<file path="src/rtl/steer_en_sm.sv">
// -----------------------------------------------------------------------------
// steer_en_sm
//   Rider-presence and steering-enable sequencer for the balance datapath.
//   Captures left/right load-cell conversions and decides whether a rider is
//   on board. Once a rider has stayed balanced for a fixed settle time, the
//   block enables steering. The balance controller uses rider_off to clear its
//   integrator and en_steer to gate steering.
//
// Parameters:
//   fast_sim      1: settle time is 2^15 clocks; 0: 2^26 clocks (~1.34 s @ 50 MHz)
//   MIN_RIDER_WT  nominal rider-present threshold on the load sum
//   WT_HYSTERESIS half-width of the presence hysteresis band
//
// Ports:
//   clk        in   50 MHz system clock
//   rst_n      in   asynchronous active-low reset
//   pwr_up     in   Segway powered; low forces IDLE
//   ld_vld     in   single-cycle strobe: lft_ld/rght_ld hold a fresh conversion
//   lft_ld     in   [11:0] left load cell, unsigned
//   rght_ld    in   [11:0] right load cell, unsigned
//   en_steer   out  steering enabled (decoded from state register)
//   rider_off  out  no rider present (decoded from state register)
//   sm_state   out  [1:0] current state: 00 IDLE, 01 WAIT, 10 STEER_EN
// -----------------------------------------------------------------------------
module steer_en_sm #(
    parameter bit          fast_sim      = 1'b1,
    parameter logic [11:0] MIN_RIDER_WT  = 12'h200,
    parameter logic [11:0] WT_HYSTERESIS = 12'h040
) (
    input  logic        clk,
    input  logic        rst_n,
    input  logic        pwr_up,
    input  logic        ld_vld,
    input  logic [11:0] lft_ld,
    input  logic [11:0] rght_ld,
    output logic        en_steer,
    output logic        rider_off,
    output logic [1:0]  sm_state
);

    typedef enum logic [1:0] {
        S_IDLE     = 2'b00,
        S_WAIT     = 2'b01,
        S_STEER_EN = 2'b10
    } state_e;

    // Presence thresholds, widened to the 13-bit sum width.
    localparam logic [12:0] ON_THR  = {1'b0, MIN_RIDER_WT} + {1'b0, WT_HYSTERESIS};
    localparam logic [12:0] OFF_THR = {1'b0, MIN_RIDER_WT} - {1'b0, WT_HYSTERESIS};

    state_e      state_q, state_d;
    logic [11:0] lft_q, rght_q;
    logic [25:0] tmr_q, tmr_d;

    // -------------------------------------------------------------------------
    // Load capture: all decisions use the registered copies only.
    // -------------------------------------------------------------------------
    // NOTE: sequential state is written with non-blocking assignments so every
    // flop samples pre-edge values regardless of statement order.
    always_ff @(posedge clk or negedge rst_n) begin
        if (!rst_n) begin
            lft_q  <= 12'h000;
            rght_q <= 12'h000;
        end else if (ld_vld) begin
            lft_q  <= lft_ld;
            rght_q <= rght_ld;
        end
    end

    // -------------------------------------------------------------------------
    // Load arithmetic (all comparisons 13-bit unsigned)
    // -------------------------------------------------------------------------
    logic [12:0] sum;
    logic [12:0] diff;
    logic [12:0] abs_diff;
    logic        diff_gt_1_4;
    logic        diff_gt_15_16;
    logic        rider_on;
    logic        rider_gone;
    logic        tmr_full;

    assign sum  = {1'b0, lft_q} + {1'b0, rght_q};
    assign diff = {1'b0, lft_q} - {1'b0, rght_q};
    // Magnitude of a 13-bit two's-complement difference of 12-bit operands
    // always fits in 12 bits, so abs_diff[12] is zero.
    assign abs_diff = diff[12] ? (13'd0 - diff) : diff;

    assign diff_gt_1_4   = abs_diff > {2'b00, sum[12:2]};
    assign diff_gt_15_16 = abs_diff > (sum - {4'b0000, sum[12:4]});

    assign rider_on   = sum > ON_THR;
    assign rider_gone = sum < OFF_THR;

    assign tmr_full = fast_sim ? (&tmr_q[14:0]) : (&tmr_q);

    // -------------------------------------------------------------------------
    // State and settle-timer registers
    // -------------------------------------------------------------------------
    always_ff @(posedge clk or negedge rst_n) begin
        if (!rst_n) begin
            state_q <= S_IDLE;
            tmr_q   <= 26'd0;
        end else begin
            state_q <= state_d;
            tmr_q   <= tmr_d;
        end
    end

    // -------------------------------------------------------------------------
    // Next-state / timer logic. Priority: pwr_up, then presence, then balance.
    // -------------------------------------------------------------------------
    // NOTE: every signal driven here gets a default first, so no path through
    // the case statement can leave it unassigned and infer a latch.
    always_comb begin
        state_d = state_q;
        tmr_d   = tmr_q;

        if (!pwr_up) begin
            state_d = S_IDLE;
            tmr_d   = 26'd0;
        end else begin
            unique case (state_q)
                S_IDLE: begin
                    if (rider_on) begin
                        state_d = S_WAIT;
                        tmr_d   = 26'd0;
                    end
                end

                S_WAIT: begin
                    if (rider_gone) begin
                        state_d = S_IDLE;
                        tmr_d   = 26'd0;
                    end else if (diff_gt_1_4) begin
                        tmr_d = 26'd0;
                    end else if (tmr_full) begin
                        // Timer holds at full; it never wraps.
                        state_d = S_STEER_EN;
                    end else begin
                        tmr_d = tmr_q + 26'd1;
                    end
                end

                S_STEER_EN: begin
                    if (rider_gone) begin
                        state_d = S_IDLE;
                        tmr_d   = 26'd0;
                    end else if (diff_gt_15_16) begin
                        state_d = S_WAIT;
                        tmr_d   = 26'd0;
                    end
                end

                // Unused encoding 2'b11 recovers to IDLE on the next edge.
                default: begin
                    state_d = S_IDLE;
                    tmr_d   = 26'd0;
                end
            endcase
        end
    end

    // -------------------------------------------------------------------------
    // Outputs decode the state register only: no input-to-output path.
    // -------------------------------------------------------------------------
    assign en_steer  = (state_q == S_STEER_EN);
    assign rider_off = (state_q == S_IDLE);
    assign sm_state  = state_q;

endmodule
</file>
<file path="config.mk">
export PLATFORM = sky130hd
export DESIGN_NAME = steer_en_sm
export DESIGN_NICKNAME = d
export VERILOG_FILES = /design/src/rtl/steer_en_sm.sv
export SDC_FILE = /design/constraint.sdc
export NUM_CORES = 1
export LEC_CHECK = 0
export BUFFER_PORTS_ARGS = -buffer_cell sky130_fd_sc_hd__buf_4
export CAP_MARGIN = 20
export CORE_UTILIZATION = 60
export DETAILED_ROUTE_END_ITERATION = 12
export PLACE_DENSITY = 0.79
export RECOVER_POWER = 50
export SLEW_MARGIN = 40
export SYNTH_ARGS = -nofsm -noshare
export SYNTH_HDL_FRONTEND = slang
export SYNTH_SLANG_ARGS = --single-unit
</file>
<file path="constraint.sdc">
create_clock -name clk -period 6.7 [get_ports clk]
set_clock_uncertainty 0.15 [all_clocks]
set_input_delay 0.335 -clock clk [delete_from_list [all_inputs] [get_ports clk]]
set_output_delay 0.335 -clock clk [all_outputs]
set_load 0.02 [all_outputs]
</file>
# Yosys cells after proc, flatten, opt, wreduce, memory -nomap -nowiden
# Cells that the tools add are included.
dict set report classes {
  addsub 5
  order_cmp 4
  eq_ne 7
  muxes 17
  reduce_logical 4
}
# cell count
set op_table {}
lappend op_table {{2-to-1 mux 26 bit} 7}
lappend op_table {{case mux 26 bit (3 select lines)} 1}
lappend op_table {{adder 26 x 1 -> 26 bit (second input constant)} 1}
lappend op_table {{AND reduction 15 bit} 1}
lappend op_table {{2-to-1 mux 2 bit} 7}
lappend op_table {{adder 12 x 12 -> 13 bit} 1}
lappend op_table {{greater-than comparator 13 x 10 -> 1 bit (second input constant)} 1}
lappend op_table {{greater-than comparator 13 x 11 -> 1 bit} 1}
lappend op_table {{greater-than comparator 13 bit} 1}
lappend op_table {{< comparator 13 x 9 -> 1 bit (second input constant)} 1}
lappend op_table {{2-to-1 mux 13 bit} 1}
lappend op_table {{subtractor 1 x 13 -> 13 bit (first input constant)} 1}
lappend op_table {{subtractor 12 x 12 -> 13 bit} 1}
lappend op_table {{subtractor 13 x 9 -> 13 bit} 1}
lappend op_table {{inequality test 4 bit (second input constant)} 2}
lappend op_table {{case mux 2 bit (3 select lines)} 1}
lappend op_table {{inequality test 5 bit (second input constant)} 1}
lappend op_table {{inequality test 4 x 2 -> 1 bit (second input constant)} 1}
lappend op_table {{AND reduction 4 bit} 1}
lappend op_table {{inequality test 3 x 2 -> 1 bit (second input constant)} 1}
lappend op_table {{AND reduction 3 bit} 1}
lappend op_table {{equality test 2 x 1 -> 1 bit (second input constant)} 1}
lappend op_table {{equality test 2 bit (second input constant)} 1}
lappend op_table {{logical NOT 2 bit} 1}
dict set report word_totals {
  reg_bits 52
  in_bits 28
  out_inout_bits 4
  wordCells 41
}

# Logic depth before layout (Yosys ltp)
dict set report logic_depth {
  ltp_word 8
  ltp_mapped 29
  ltp_nobuf 28
}

# Worst setup path before layout
# OpenSTA, ideal clock, no wires.
dict set report synth_path {
  path_kind {register -> register}
  start {register lft_q[1]}
  end {register tmr_q[5]}
  setup_time_ns 0.095
  t_arrival_ns 5.279
  t_required_ns 6.455
  slack_ns 1.176
  stages_incl_launch_ff 27
  n_path_buf 1
  period_less_slack_ns 5.524
  cell_sequence {dfrtp_1 inv_1 fa_1 o21bai_2 a211oi_1 o21ai_0 xor2_1 ha_1 nor2b_1 o21ai_0 nand2b_1 and2_0 a221o_1 a31oi_4 nand2_1 o311a_1 ha_1 a211oi_1 nand2_1 a2111oi_0 o31ai_1 a21boi_0 o311ai_2 o31ai_2 buf_2 a2bb2oi_1 o31ai_1}
}
dict set report synth_via {
  elab_chain_len 8
  word_cells_on_any_way 18
  cone_classes {4 x add/sub; 4 x order compare; 3 x eq/ne; 6 x mux; 1 x reduce/logical}
}
# element line
set synth_rtl {}
lappend synth_rtl {{start, declared} 52} ;# logic [11:0] lft_q, rght_q;
lappend synth_rtl {{start signal, assigned} 65} ;# lft_q <= lft_ld;
lappend synth_rtl {{subtractor 12 x 12 -> 13 bit} 83} ;# assign diff = {1'b0, lft_q} - {1'b0, rght_q};
lappend synth_rtl {{subtractor 1 x 13 -> 13 bit} 86} ;# assign abs_diff = diff[12] ? (13'd0 - diff) : diff;
lappend synth_rtl {{2-to-1 mux 13 bit} 86}
lappend synth_rtl {{greater-than comparator 13 x 11 -> 1 bit} 88} ;# assign diff_gt_1_4 = abs_diff > {2'b00, sum[12:2]};
lappend synth_rtl {{2-to-1 mux 26 bit} 134} ;# end else if (diff_gt_1_4) begin
lappend synth_rtl {{2-to-1 mux 26 bit} 131} ;# if (rider_gone) begin
lappend synth_rtl {{case mux 26 bit (3 select lines)} 122} ;# unique case (state_q)
lappend synth_rtl {{2-to-1 mux 26 bit} 118} ;# if (!pwr_up) begin
lappend synth_rtl {{end signal, assigned} 105} ;# tmr_q <= tmr_d;
lappend synth_rtl {{end, declared} 53} ;# logic [25:0] tmr_q, tmr_d;
# Several ways; a longest one is shown, not always the timed one.
# A chain may end at the register's enable or synchronous reset.

# Final worst setup path
dict set report layout_path {
  start {register lft_q[4]}
  end {register tmr_q[0]}
}
# The elaborated chain is that of the path after synthesis.

==> results.toml <==
[detailed_routing]
via_per_inst = 6.25
drt-pass1-iter-count = 5
drc = 0
postRouteAntennaNets = 0
wirelength_um = 10900
drt_iter0_drc = 288
routedWlPerCell_um = 16.5
dr_total_vias = 4140

[power]
power_density_mw_per_mm2 = 359
p_leak_nw = 2.32
peakVddDrop_mv = 0.150

[grt]
grt_pass1_vias = 4116
grt_pass1_wl_um = 18500
antenna_found_initial = 0
globalRouteOverflowTotal = 0
grt_max_degree = 42
grt_util_all_layers_pct = 27.9

[die]
ios = 32
die_x_um = 89.7
core_area_mm2 = 0.00733
start_util_pct = 63.0
die_y_um = 89.7
dieArea_mm2 = 0.00805
placementRows = 31

[sta]
drv_slew = 42
finalHoldViolations = 0
rsz0062_at_grt = "no"
setup_violations = 0
fin_setup_tns_ns = 0
max_freq_mhz = 160
fin_crit_ns = 6.24
finalCritPeriodShare_pct = 93.1
slew_headroom_pct = -49.5
worst_slew_pin_slew_ns = 2.24

[worst_setup_path]
cp_slowest_cell = "fa_1"
r2r_slack_ns = 0.46
cp_num_buf_inv = 1
criticalPathCategory = "reg2reg"
endpoint_kind = "flip-flop"
worstPathMaxFanout = 16
cp_data_arrival_time_ns = 6.32
critPathTopFamily = "compound AO/OA/AOI/OAI gates"
crit_required_ns = 6.79
cp_common_cell = "nand2_1"
worstSetupStartpointType = "flip-flop"
critPathMaxStageDelay_ns = 0.47

[synthesis]
synth-seq-area-share_pct = 22.2
synth_edf_count = 0
synth_compound_area_share_pct = 24.0
synth-seq-cells = 41
synthArstFlopShare_pct = 100
synth_fa_ha_area_share_pct = 17.2
synth_xor_area_share_pct = 8.78
synth_area_per_cell_um2 = 8.57
syn-cell-area_mm2 = 0.00462
yosys_warnings = 0
synthFlopType = "dfrtp_1"
synth_top_family_by_area = "compound AO/OA/AOI/OAI gates"
synth_fp_nets = 627
synth_cells = 539
ys_types = 74
synthMuxAreaShare_pct = 3.14
synthSimpleGateAreaFrac_pct = 19.7

[clocking]
cts_tree = "built"
root_buffer = "clkbuf_8"
cts.sinks = 41
h-tree-depth = 2
clock_latency_ns = 0.30
clockBufferDepth = 2
clk_pin_slew_ns = 0.09
numCtsBuffers = 5

[layout]
nNetsFinal = 650
n_antenna_cell = 0
fin_area_mm2 = 0.00505
area_growth_pct = 9.32
drive_gt1_share_pct = 13.5

[place]
io_buffers = 31
place.gp.congestion = 0.938
postPlaceCellArea_mm2 = 0.00491
hpwl_um = 8410

[job]
maxCapViolations = 1

[outcome]
status = "complete, but fails checks"
violations = "capacitance limit, slew limit"

[worst_hold_path]
hold_path.class = "in2reg"
==> cell usage after synthesis (2+ instances only) <==
master / number / share of area, %
nand4_1: 11 / 1.5
buf_6: 2 / 0.49
o22a_1: 7 / 1.3
nand2b_1: 7 / 0.95
or3_1: 6 / 0.81
o211ai_1: 3 / 0.49
nor3_1: 15 / 1.6
a31oi_1: 7 / 0.95
nand2_1: 44 / 3.6
buf_2: 7 / 0.76
mux2_2: 12 / 2.9
o21ai_0: 32 / 3.5
a211o_1: 7 / 1.3
inv_1: 35 / 2.8
a21o_1: 10 / 1.6
xnor2_4: 2 / 1.2
or4b_1: 2 / 0.43
maj3_1: 2 / 0.43
xnor2_1: 30 / 5.7
clkbuf_1: 9 / 0.73
nor4_1: 3 / 0.41
and3_1: 3 / 0.41
a221o_1: 2 / 0.43
a2111o_1: 2 / 0.49
or2_2: 7 / 0.95
a211oi_1: 6 / 0.98
o21a_1: 3 / 0.49
a2111oi_2: 2 / 0.65
nor3b_1: 5 / 0.81
xor2_1: 10 / 1.9
o31ai_1: 8 / 1.3
a21oi_1: 27 / 2.9
nor2_1: 36 / 2.9
a2bb2oi_1: 4 / 0.76
fa_1: 3 / 1.3
dfrtp_1: 41 / 22
o221ai_1: 2 / 0.38
ha_1: 57 / 15
o22ai_1: 3 / 0.41
o21bai_1: 3 / 0.49
nand3_1: 12 / 1.3
and2_1: 4 / 0.54
nor2b_1: 15 / 2.0
==> registers in the layout, indices dropped and copies added, names as in the netlist <==
register / flops
lft_q: 12
rght_q: 12
sm_state: 2
tmr_q: 15
==> report_power, final <==
group | total, W | internal, W | switching (W)
Clock | 0.000212 | 0.000122 | 0.0000899
Sequential | 0.000278 | 0.000264 | 0.0000143
Combinational | 0.00132 | 0.000558 | 0.000766
Total | 0.00181 | 0.000944 | 0.000870
==> placed cells by master (no fill, tap or decap), drive strengths merged, types with 8 or more instances in the layout <==
master	count
ha	57
nand2	44
dfrtp	41
nor2	36
inv	36
o21ai	33
xnor2	32
buf	31
a21oi	27
nor2b	15
nor3	15
nand3	13
mux2	12
nand4	11
a21o	10
xor2	10
o31ai	9
clkbuf	9
a31oi	8
==> metal layers <==
metal / up-vias / track usage [%] / routed length, um / share of wire, %
met4: 0 / 9.56 / 303 / 2.8
li1: 2013 / - / - / -
met1: 1969 / 34.2 / 4850 / 45
met2: 126 / 50.2 / 5300 / 49
met5: - / 0 / 0 / 0
met3: 32 / 3.47 / 445 / 4.1
==> tightest hold or removal path, cell delays in order <==
cell and delay (ns):
buf_4 0.07, nand2_1 0.04, o21ai_0 0.05
==> area by class of cell <==
type / count / area [um2]
timing repair buffer: 34 / 250
fill: 618 / 2280
sequential: 41 / 1030
tap: 99 / 124
clock buffer: 7 / 86.3
clock inverter: 1 / 30.0
inverter: 36 / 138
multi-input combinational: 444 / 3390
==> logic make-up after synthesis <==
family	count (synthesis)
muxes	13
AOI/OAI and AO/OA	151
buffers and inverters	54
xor gates and xnor gates	42
adders and majority gates	62
DFF	41
and+or+nand+nor	176
==> timing repair <==
| action | 4_1_cts | 5_1_grt |
|---|---|---|
| hold endpoints to repair | 41 | 0 |
| buffers inserted | 0 | 0 |
| hold buffers | 1 | 0 |
| gates resized for setup | 0 | 2 |
| setup endpoints to repair | 0 | 3 |
==> per-stage QoR <==
step                cells  hold WS (ns)  util [%]  power, W  setup WS, ns
floorplan             539        -0.111         -   0.00128          1.18
global placement      653         0.188      66.8   0.00153         0.710
detailed placement    653         0.207      67.0   0.00157         0.493
CTS                   662        0.0863      68.7   0.00179         0.439
global route          662        0.0964      68.9   0.00197        0.0764
finish                662        0.0850      68.9   0.00181         0.465
==> path summary, 6_finish.rpt <==
kind	from	end	cells past startpoint
setup / recovery	lft_q[4]$_DFFE_PN0P_	tmr_q[0]$_DFFE_PN0P_	26
hold / removal	rght_ld[8]	rght_q[8]$_DFFE_PN0P_	3
setup reg to reg	lft_q[4]$_DFFE_PN0P_	tmr_q[0]$_DFFE_PN0P_	26
hold reg to reg	tmr_q[12]$_DFFE_PN0P_	tmr_q[12]$_DFFE_PN0P_	1
max in group asynchronous	rst_n	sm_state[1]$_DFFE_PN0P_	2
min in group asynchronous	rst_n	rght_q[1]$_DFFE_PN0P_	2
Note: power is estimated with default switching activity, not from simulation.
